$ cat config.mk
export PLATFORM = sky130hd
export DESIGN_NAME = vc_fifo_flat
export DESIGN_NICKNAME = d
export VERILOG_FILES = /design/src/rtl/vc_fifo_pkg.sv /design/src/rtl/vc_fifo_if.sv /design/src/rtl/vc_fifo_ptr.sv /design/src/rtl/vc_fifo.sv /design/src/flat_wrapper.sv
export SDC_FILE = /design/constraint.sdc
export NUM_CORES = 1
export LEC_CHECK = 0
export CORE_UTILIZATION = 45
export CTS_BUF_LIST = sky130_fd_sc_hd__clkbuf_8
export DETAILED_ROUTE_END_ITERATION = 10
export SLEW_MARGIN = 20
export SYNTH_ARGS = -nofsm -noshare
export SYNTH_HDL_FRONTEND = slang
export SYNTH_SLANG_ARGS = --single-unit
$ cat constraint.sdc
create_clock -name i_clk -period 5.79 [get_ports i_clk]
set_input_delay 1.4475 -clock i_clk [delete_from_list [all_inputs] [get_ports i_clk]]
set_output_delay 1.4475 -clock i_clk [all_outputs]
set_load 0.03 [all_outputs]
$ cat src/rtl/vc_fifo_pkg.sv
// Shared helpers for the multi-VC FIFO: VC index width and per-VC fill-slice width.
package fifo_pkg;

  function automatic int unsigned clog2(input int unsigned n);
    int unsigned r;
    int unsigned v;
    r = 0;
    v = 1;
    while (v < n) begin
      v = v << 1;
      r = r + 1;
    end
    return r;
  endfunction

  // A single VC still needs a one-bit index so the port exists.
  function automatic int unsigned vcw(input int unsigned nvc);
    return (nvc > 1) ? clog2(nvc) : 1;
  endfunction

  function automatic int unsigned fill_w(input int unsigned lgflen);
    return lgflen + 1;
  endfunction

endpackage

$ cat src/rtl/vc_fifo_if.sv
// Write/read port bundle of vc_fifo; master is the router side, slave is the FIFO.
interface vc_fifo_if #(
  parameter int unsigned BW  = 8,
  parameter int unsigned VCW = 1
);
  logic           wr;
  logic [VCW-1:0] wr_vc;
  logic [BW-1:0]  wdata;
  logic           rd;
  logic [VCW-1:0] rd_vc;
  logic [BW-1:0]  rdata;
  logic           valid;

  modport master (
    output wr, wr_vc, wdata, rd, rd_vc,
    input  rdata, valid
  );

  modport slave (
    input  wr, wr_vc, wdata, rd, rd_vc,
    output rdata, valid
  );
endinterface

$ cat src/rtl/vc_fifo_ptr.sv
// Pointer pair, fill level, status flags and sticky errors for one virtual channel.
module vc_fifo_ptr
  import fifo_pkg::*;
#(
  parameter int unsigned LGFLEN = 4,
  parameter int unsigned AFULL  = (1 << LGFLEN) - 2
) (
  input  logic              i_clk,
  input  logic              i_reset_n,
  input  logic              i_wr_acc,
  input  logic              i_rd_acc,
  input  logic              i_wr_try,
  input  logic              i_rd_try,
  input  logic              i_flush,
  output logic [LGFLEN:0]   o_fill,
  output logic              o_full,
  output logic              o_empty,
  output logic              o_afull,
  output logic              o_ovf,
  output logic              o_udf,
  output logic [LGFLEN-1:0] o_wr_addr,
  output logic [LGFLEN-1:0] o_rd_addr
);

  localparam int unsigned FW = fill_w(LGFLEN);
  localparam logic [FW-1:0] PtrOne = FW'(1);

  logic [FW-1:0] r_wr_ptr;
  logic [FW-1:0] r_rd_ptr;
  logic          r_ovf;
  logic          r_udf;
  logic [FW-1:0] w_fill;

  assign w_fill = r_wr_ptr - r_rd_ptr;

  // Flush wins over any same-cycle write, read or error on this VC.
  always_ff @(posedge i_clk or negedge i_reset_n) begin
    if (!i_reset_n) begin
      r_wr_ptr <= '0;
      r_rd_ptr <= '0;
      r_ovf    <= 1'b0;
      r_udf    <= 1'b0;
    end else if (i_flush) begin
      r_wr_ptr <= '0;
      r_rd_ptr <= '0;
      r_ovf    <= 1'b0;
      r_udf    <= 1'b0;
    end else begin
      if (i_wr_acc) r_wr_ptr <= r_wr_ptr + PtrOne;
      if (i_rd_acc) r_rd_ptr <= r_rd_ptr + PtrOne;
      if (i_wr_try && o_full) r_ovf <= 1'b1;
      if (i_rd_try && o_empty) r_udf <= 1'b1;
    end
  end

  assign o_fill    = w_fill;
  assign o_full    = (w_fill == FW'(1 << LGFLEN));
  assign o_empty   = (w_fill == '0);
  assign o_afull   = (w_fill >= FW'(AFULL));
  assign o_ovf     = r_ovf;
  assign o_udf     = r_udf;
  assign o_wr_addr = r_wr_ptr[LGFLEN-1:0];
  assign o_rd_addr = r_rd_ptr[LGFLEN-1:0];

endmodule

$ cat src/rtl/vc_fifo.sv
// Multi-VC synchronous FIFO: NVC queues in one shared array with one write and one read port.
module vc_fifo
  import fifo_pkg::*;
#(
  parameter int unsigned BW     = 8,
  parameter int unsigned LGFLEN = 4,
  parameter int unsigned NVC    = 2,
  parameter int unsigned AFULL  = (1 << LGFLEN) - 2
) (
  input  logic                         i_clk,
  input  logic                         i_reset_n,
  vc_fifo_if.slave                     bus,
  input  logic [NVC-1:0]               i_flush,
  output logic [NVC-1:0]               o_full,
  output logic [NVC-1:0]               o_afull,
  output logic [NVC-1:0]               o_empty,
  output logic [NVC*(LGFLEN+1)-1:0]    o_fill,
  output logic [NVC-1:0]               o_ovf,
  output logic [NVC-1:0]               o_udf
);

  localparam int unsigned VCW = vcw(NVC);
  localparam int unsigned D   = 1 << LGFLEN;
  localparam int unsigned FW  = fill_w(LGFLEN);

  logic [BW-1:0]     r_mem [NVC*D];
  logic [NVC-1:0]    w_wr_try;
  logic [NVC-1:0]    w_rd_try;
  logic [NVC-1:0]    w_wr_acc;
  logic [NVC-1:0]    w_rd_acc;
  logic [LGFLEN-1:0] w_wr_lo [NVC];
  logic [LGFLEN-1:0] w_rd_lo [NVC];
  logic [BW-1:0]     w_rdata;
  logic              w_valid;

  // An index >= NVC matches no VC, so such requests vanish without flags.
  for (genvar v = 0; v < NVC; v++) begin : g_vc
    assign w_wr_try[v] = bus.wr && (bus.wr_vc == VCW'(v)) && !i_flush[v];
    assign w_rd_try[v] = bus.rd && (bus.rd_vc == VCW'(v)) && !i_flush[v];
    assign w_wr_acc[v] = w_wr_try[v] && !o_full[v];
    assign w_rd_acc[v] = w_rd_try[v] && !o_empty[v];

    vc_fifo_ptr #(
      .LGFLEN (LGFLEN),
      .AFULL  (AFULL)
    ) u_ptr (
      .i_clk     (i_clk),
      .i_reset_n (i_reset_n),
      .i_wr_acc  (w_wr_acc[v]),
      .i_rd_acc  (w_rd_acc[v]),
      .i_wr_try  (w_wr_try[v]),
      .i_rd_try  (w_rd_try[v]),
      .i_flush   (i_flush[v]),
      .o_fill    (o_fill[v*FW +: FW]),
      .o_full    (o_full[v]),
      .o_empty   (o_empty[v]),
      .o_afull   (o_afull[v]),
      .o_ovf     (o_ovf[v]),
      .o_udf     (o_udf[v]),
      .o_wr_addr (w_wr_lo[v]),
      .o_rd_addr (w_rd_lo[v])
    );
  end

  // Storage is deliberately not reset.
  always_ff @(posedge i_clk) begin
    for (int v = 0; v < NVC; v++) begin
      if (w_wr_acc[v]) r_mem[{VCW'(v), w_wr_lo[v]}] <= bus.wdata;
    end
  end

  always_comb begin
    w_rdata = '0;
    w_valid = 1'b0;
    for (int v = 0; v < NVC; v++) begin
      if (bus.rd_vc == VCW'(v)) begin
        w_rdata = r_mem[{VCW'(v), w_rd_lo[v]}];
        w_valid = !o_empty[v];
      end
    end
  end

  assign bus.rdata = w_rdata;
  assign bus.valid = w_valid;

endmodule

$ cat src/flat_wrapper.sv
// flat-port wrapper written by rule: the top's interface ports become plain ports
module vc_fifo_flat import fifo_pkg::*;
#(
  parameter int unsigned BW     = 8,
  parameter int unsigned LGFLEN = 4,
  parameter int unsigned NVC    = 2,
  parameter int unsigned AFULL  = (1 << LGFLEN) - 2
)
  (i_clk, i_reset_n, i_flush, o_full, o_afull, o_empty, o_fill, o_ovf, o_udf, bus_wr, bus_wr_vc, bus_wdata, bus_rd, bus_rd_vc, bus_rdata, bus_valid);
  vc_fifo_if #(.BW(BW), .VCW(1)) bus_i ();
  input  logic i_clk;
  input  logic i_reset_n;
  input  logic [NVC-1:0] i_flush;
  output logic [NVC-1:0] o_full;
  output logic [NVC-1:0] o_afull;
  output logic [NVC-1:0] o_empty;
  output logic [NVC*(LGFLEN+1)-1:0] o_fill;
  output logic [NVC-1:0] o_ovf;
  output logic [NVC-1:0] o_udf;
  input wire logic [$bits(bus_i.wr)-1:0] bus_wr;
  input wire logic [$bits(bus_i.wr_vc)-1:0] bus_wr_vc;
  input wire logic [$bits(bus_i.wdata)-1:0] bus_wdata;
  input wire logic [$bits(bus_i.rd)-1:0] bus_rd;
  input wire logic [$bits(bus_i.rd_vc)-1:0] bus_rd_vc;
  output wire logic [$bits(bus_i.rdata)-1:0] bus_rdata;
  output wire logic [$bits(bus_i.valid)-1:0] bus_valid;
  assign bus_i.wr = bus_wr;
  assign bus_i.wr_vc = bus_wr_vc;
  assign bus_i.wdata = bus_wdata;
  assign bus_i.rd = bus_rd;
  assign bus_i.rd_vc = bus_rd_vc;
  assign bus_rdata = bus_i.rdata;
  assign bus_valid = bus_i.valid;
  vc_fifo #(.BW(BW), .LGFLEN(LGFLEN), .NVC(NVC), .AFULL(AFULL)) u_core (.i_clk(i_clk), .i_reset_n(i_reset_n), .bus(bus_i), .i_flush(i_flush), .o_full(o_full), .o_afull(o_afull), .o_empty(o_empty), .o_fill(o_fill), .o_ovf(o_ovf), .o_udf(o_udf));
endmodule
; ---- Word-level counts from Yosys, hierarchy flattened
; Memory sizes are Yosys's and may differ from the RTL's.
; Index checks and enable logic that the tools add are counted.
[totals]
register_bits = 24
ramBits = 256
inputBits = 16
out_inout_bits = 29
elab_cells = 79
memories = 1
[op_classes]
n_addsub = 6
order_cmp = 2
eq_ne = 2
mux = 25
bitwise = 2
reduce_logical = 33
[mem_list]
columns = memory, words, width, read_ports, rd_clocked_by_memory_dff, wr, line
row1 = u_core.r_mem, 32, 8, 2, 0, 1, vc_fifo.sv:26  ; logic [BW-1:0] r_mem [NVC*D];
[op_table]
columns = cell, count
row1 = two-way mux 5 bit, 9
row2 = adder 5 x 1 -> 5 bit (second input constant), 4
row3 = logical AND 1 bit, 16
row4 = two-way mux 8 bit, 2
row5 = nonzero test 2 bit, 8
row6 = two-way mux 1 bit, 14
row7 = == test 5 bit (second input constant), 2
row8 = greater-or-equal comparator 5 x 4 -> 1 bit (second input constant), 2
row9 = logical NOT 5 bit, 2
row10 = subtractor 5 bit, 2
row11 = OR reduction 8 bit, 1
row12 = logical NOT 1 bit, 6
row13 = NOT 1 bit, 2

; ---- Depth between registers and ports, before layout
[logic_depth]
ltp_word = 8
mapped_depth = 11
mapped_depth_nobuf = 10

; ---- Cells and area by module
; A second synthesis with hierarchy kept.
[hier_totals]
cells_unflattened = 775
hier_area_um2 = 12035.3
[modules_own_cells]
columns = module, n_inst, cells_per_inst, area_each_um2, seq_area_each_um2
row1 = vc_fifo, 1, 615, 10448.8, 7687.4
row2 = vc_fifo_ptr, 2, 80, 793.3, 300.3

; ---- Worst setup path after synthesis
; Ideal clock, no wire load.
[synth_path]
kind = register to output
startpoint = reg u_core.g_vc[0].u_ptr.r_rd_ptr[1]
endpoint = out bus_valid
t_arrival_ns = 3.311
t_required_ns = 4.343
path_slack_ns = 1.031
stages_incl_launch_ff = 10
n_path_buf = 3
cell_sequence = dfrtp_1 clkbuf_1 clkbuf_1 inv_1 fa_1 xor2_1 and4b_4 o2bb2a_1 clkbuf_1 mux2i_1
[synth_via]
elab_chain_len = 4
[synth_lines]
columns = element, line
row1 = from (decl), vc_fifo_ptr.sv:29  ; logic [FW-1:0] r_rd_ptr;
row2 = from (signal assigned), vc_fifo_ptr.sv:50  ; if (i_rd_acc) r_rd_ptr <= r_rd_ptr + PtrOne;
row3 = subtractor 5 bit, vc_fifo_ptr.sv:34  ; assign w_fill = r_wr_ptr - r_rd_ptr;
row4 = named net o_fill[2], flat_wrapper.sv:17  ; output logic [NVC*(LGFLEN+1)-1:0] o_fill;
row5 = logical NOT 5 bit, vc_fifo_ptr.sv:58  ; assign o_empty = (w_fill == '0);
row6 = named net u_core.g_vc[0].u_ptr.o_empty, vc_fifo_ptr.sv:17  ; output logic o_empty,
row7 = logical NOT 1 bit, vc_fifo.sv:78  ; w_valid = !o_empty[v];
row8 = two-way mux 1 bit, vc_fifo.sv:76  ; if (bus.rd_vc == VCW'(v)) begin
row9 = to (decl), flat_wrapper.sv:26  ; output wire logic [$bits(bus_i.valid)-1:0] bus_valid;
; The timed path passes the listed nets, and every way through them passes these cells.

; ---- Worst setup path after layout
[layout_path]
startpoint = reg u_core.g_vc[1].u_ptr.r_wr_ptr[0]
endpoint = out bus_valid
[layout_via]
elab_chain_len = 4
[layout_lines]
columns = element, line
row1 = from (decl), vc_fifo_ptr.sv:28  ; logic [FW-1:0] r_wr_ptr;
row2 = from (signal assigned), vc_fifo_ptr.sv:49  ; if (i_wr_acc) r_wr_ptr <= r_wr_ptr + PtrOne;
row3 = subtractor 5 bit, vc_fifo_ptr.sv:34
row4 = logical NOT 5 bit, vc_fifo_ptr.sv:58
row5 = logical NOT 1 bit, vc_fifo.sv:78
row6 = two-way mux 1 bit, vc_fifo.sv:76
; Every way passes these cells.

==> impl_metrics.toml <==
[finish]
diodes = 0
final_cell_area_um2 = 13730
area_growth_pct = 15.40
layout-drive-gt1-share_pct = 26.46
nets = 745
nFillCells = 2106
multiInputGateArea_um2 = 3441
regArea_um2 = 8290

[pwr]
leakagePower_nw = 4.614
peakVddDrop_mv = 0.1762
powerDensity_nw_per_um2 = 354.0

[synth]
synth_top_area_share_pct = 64.63
synthCells = 651
yosys.area.top_type = "edfxtp_1"
yosysWarnings = 0
synthTopCellsByArea = "edfxtp_1 65%, mux4_2 14%, dfrtp_1 5.0%"
synth_edf_count = 256
yosysSeqAreaShare_pct = 69.67
ys.flop_type = "edfxtp_1"
synth_area_um2 = 11900
synthArstFlopShare_pct = 8.571
syn_area_per_cell_um2 = 18.27
synth_cell_types = 54
ys_ff_latch = 280
synth.most_common_cell = "edfxtp_1"
yosys-top-cells-count = "256 x edfxtp_1, 72 x mux4_2, 31 x nor2_1, 24 x dfrtp_1, 23 x clkbuf_1"
synth_fp_nets = 681

[cts]
htree_levels = 2
clock_latency_ns = 0.54
root_buffer = "clkbuf_8"
clkSlewWorstSetupHoldPaths_ns = 0.06
ctsHoldBuffers = 0
cts_tree = "done"
cts_sinks = 280
cts_setup_buffers = 0
cts_buffers = 46
clock_path_buffers = 3
cts_resized = 0

[placement]
io_buffer_count = 44
place.gp.congestion = 0.8399
dp_hpwl_um = 16920
dpl_cell_area_um2 = 12750

[drt]
wirelength_um = 26580
via_per_inst = 5.764
drcViolationCount = 0
dr.max_layer_used = "met4"
wl_met3_um = 1312
dr_wl_met2_um = 13470
vias = 6266
drt_iter0_markers = 453
drt.antenna.violating_nets = 0
drt-met1-wl_um = 11080
avgRoutedWirePerCell_um = 24.45
firstDrtPassIters = 5

[sta]
rsz0062_at_grt = "no"
slew_violations = 0
fin_setup_tns_ns = 0
max_clock_freq_mhz = 187.0
slew_headroom_pct = 25.45
period_minus_slack_ns = 5.347
skew_ns = 0.01772
post-route-period-util_pct = 92.34
hold_viol_final = 0
setup_viol = 0
worst_slew_pin_slew_ns = 1.115
hold_ws_ns = 0.5031

[grt]
grt_remaining_overflow = 0
grt_max_degree = 37
gr-usage-all-layers_pct = 20.71
antenna_found_initial = 0
grt_pass1_wl_um = 40210
grt_pass1_vias = 6649

[critical_path]
path_cells = "inv_1 -> ha_1 -> fa_1 -> nand2b_1 -> a21oi_1 -> xor2_1 -> buf_4 -> clkinv_1 -> nor2_1 -> mux2i_1 -> clkdlybuf4s50_1"
path_max_fanout = 13
critPathMaxStageDelay_ns = 0.61
cp-start-kind = "flop"
slowest_stage = "dfrtp_1"
critPathKind = "reg2out"
cp.required_ns = 4.34
critPathArrivalTime_ns = 3.90
r2r_slack_ns = 1.63
end_kind = "primary output"

[outcome]
status = "completed"

[floorplanning]
start_util_pct = 45.78
coreArea_um2 = 25980
row_count = 59
chipHeight_um = 164.6
die_w_um = 164.6
io_pins = 45
die_area_um2 = 27090

[flow_run]
cap_viol_max_count = 0

[hold_path]
hold_class = "reg2reg"
-- sequential cells by signal (all words and copies together), names as in the netlist --
name,flops
u_core.g_vc.u_ptr.o_ovf,2
u_core.g_vc.u_ptr.o_udf,2
u_core.g_vc.u_ptr.r_rd_ptr,10
u_core.g_vc.u_ptr.r_wr_ptr,10
u_core.r_mem,256
-- stage by stage --
stage                     total power (W)  utilization, %  worst slack, ns  instances
after floorplan                  0.002828               -            1.031        651
after global placement           0.003064           48.98           0.9212       1002
after detailed placement         0.003081           49.07           0.8832       1002
after CTS                        0.004916           52.88           0.4256       1087
after global routing             0.005043           52.83           0.2008       1087
final                            0.004860           52.83           0.4435       1087
-- metal layers --
metal | GRT usage, % | vias to the layer above
li1 | - | 2761
met2 | 34.78 | 173
met1 | 26.89 | 3290
met4 | 7.715 | 0
met5 | 0 | -
met3 | 3.842 | 42
-- kinds of logic (layout without fill, tap and decap cells) --
kind of cell | after synthesis | after routing | synth area share (%)
buffers and inverters | 60 | 161 | 2.272
DFF | 280 | 280 | 69.67
muxes | 102 | 102 | 16.25
xor gates and xnor gates | 7 | 7 | 0.5154
and+or+nand+nor | 125 | 125 | 6.038
AOI/OAI and AO/OA | 63 | 63 | 3.650
adders and majority gates | 14 | 14 | 1.599
-- worst max-delay path: cells and delay by family, from the launching register on --
kind,cells,cell delay [ns]
buffers and inverters,4,1.25
adders and majority gates,2,0.68
DFF,1,0.61
and+or+nand+nor,2,0.39
xor gates and xnor gates,1,0.16
AOI/OAI and AO/OA,1,0.15
muxes,1,0.10
-- power breakdown --
group	switching (W)	leakage (nW)	internal, W
clock network	0.000768	0.561	0.00107
logic	0.000447	1.42	0.000330
registers	0.0000250	2.63	0.00222
-- worst paths after layout --
check	start	endpoint	cells past startpoint
setup / recovery	u_core.g_vc[1].u_ptr.r_wr_ptr[0]	bus_valid	11
hold / removal	u_core.g_vc[1].u_ptr.o_ovf	u_core.g_vc[1].u_ptr.o_ovf	2
setup reg to reg	u_core.g_vc[0].u_ptr.r_rd_ptr[2]	u_core.r_mem[14][2]	8
hold reg to reg	u_core.g_vc[1].u_ptr.o_ovf	u_core.g_vc[1].u_ptr.o_ovf	2
max in group asynchronous	i_reset_n	u_core.g_vc[0].u_ptr.r_rd_ptr[0]	1
min in group asynchronous	i_reset_n	u_core.g_vc[1].u_ptr.r_wr_ptr[2]	1
-- final cells by class --
cell class,count,area share (%)
tap,335,3.054
clock inverter,35,2.197
sequential,280,60.40
clock buffer,50,5.013
inverter,17,0.4831
timing repair buffer,59,3.792
multi-input combinational,311,25.07
-- layout by cell type, fill, tap and decap left out, types with 11 or more instances in the layout --
cell	synthesis	layout
a21oi_1	19	19
buf_4	10	14
clkbuf_8	0	50
clkdlybuf4s50_1	0	35
dfrtp_1	24	22
edfxtp_1	256	256
ha_1	12	12
inv_1	12	27
mux2i_1	21	21
mux4_2	72	72
nand2_1	11	11
nand2b_1	14	14
nor2_1	31	31
Power figures use the tool's default switching activity.
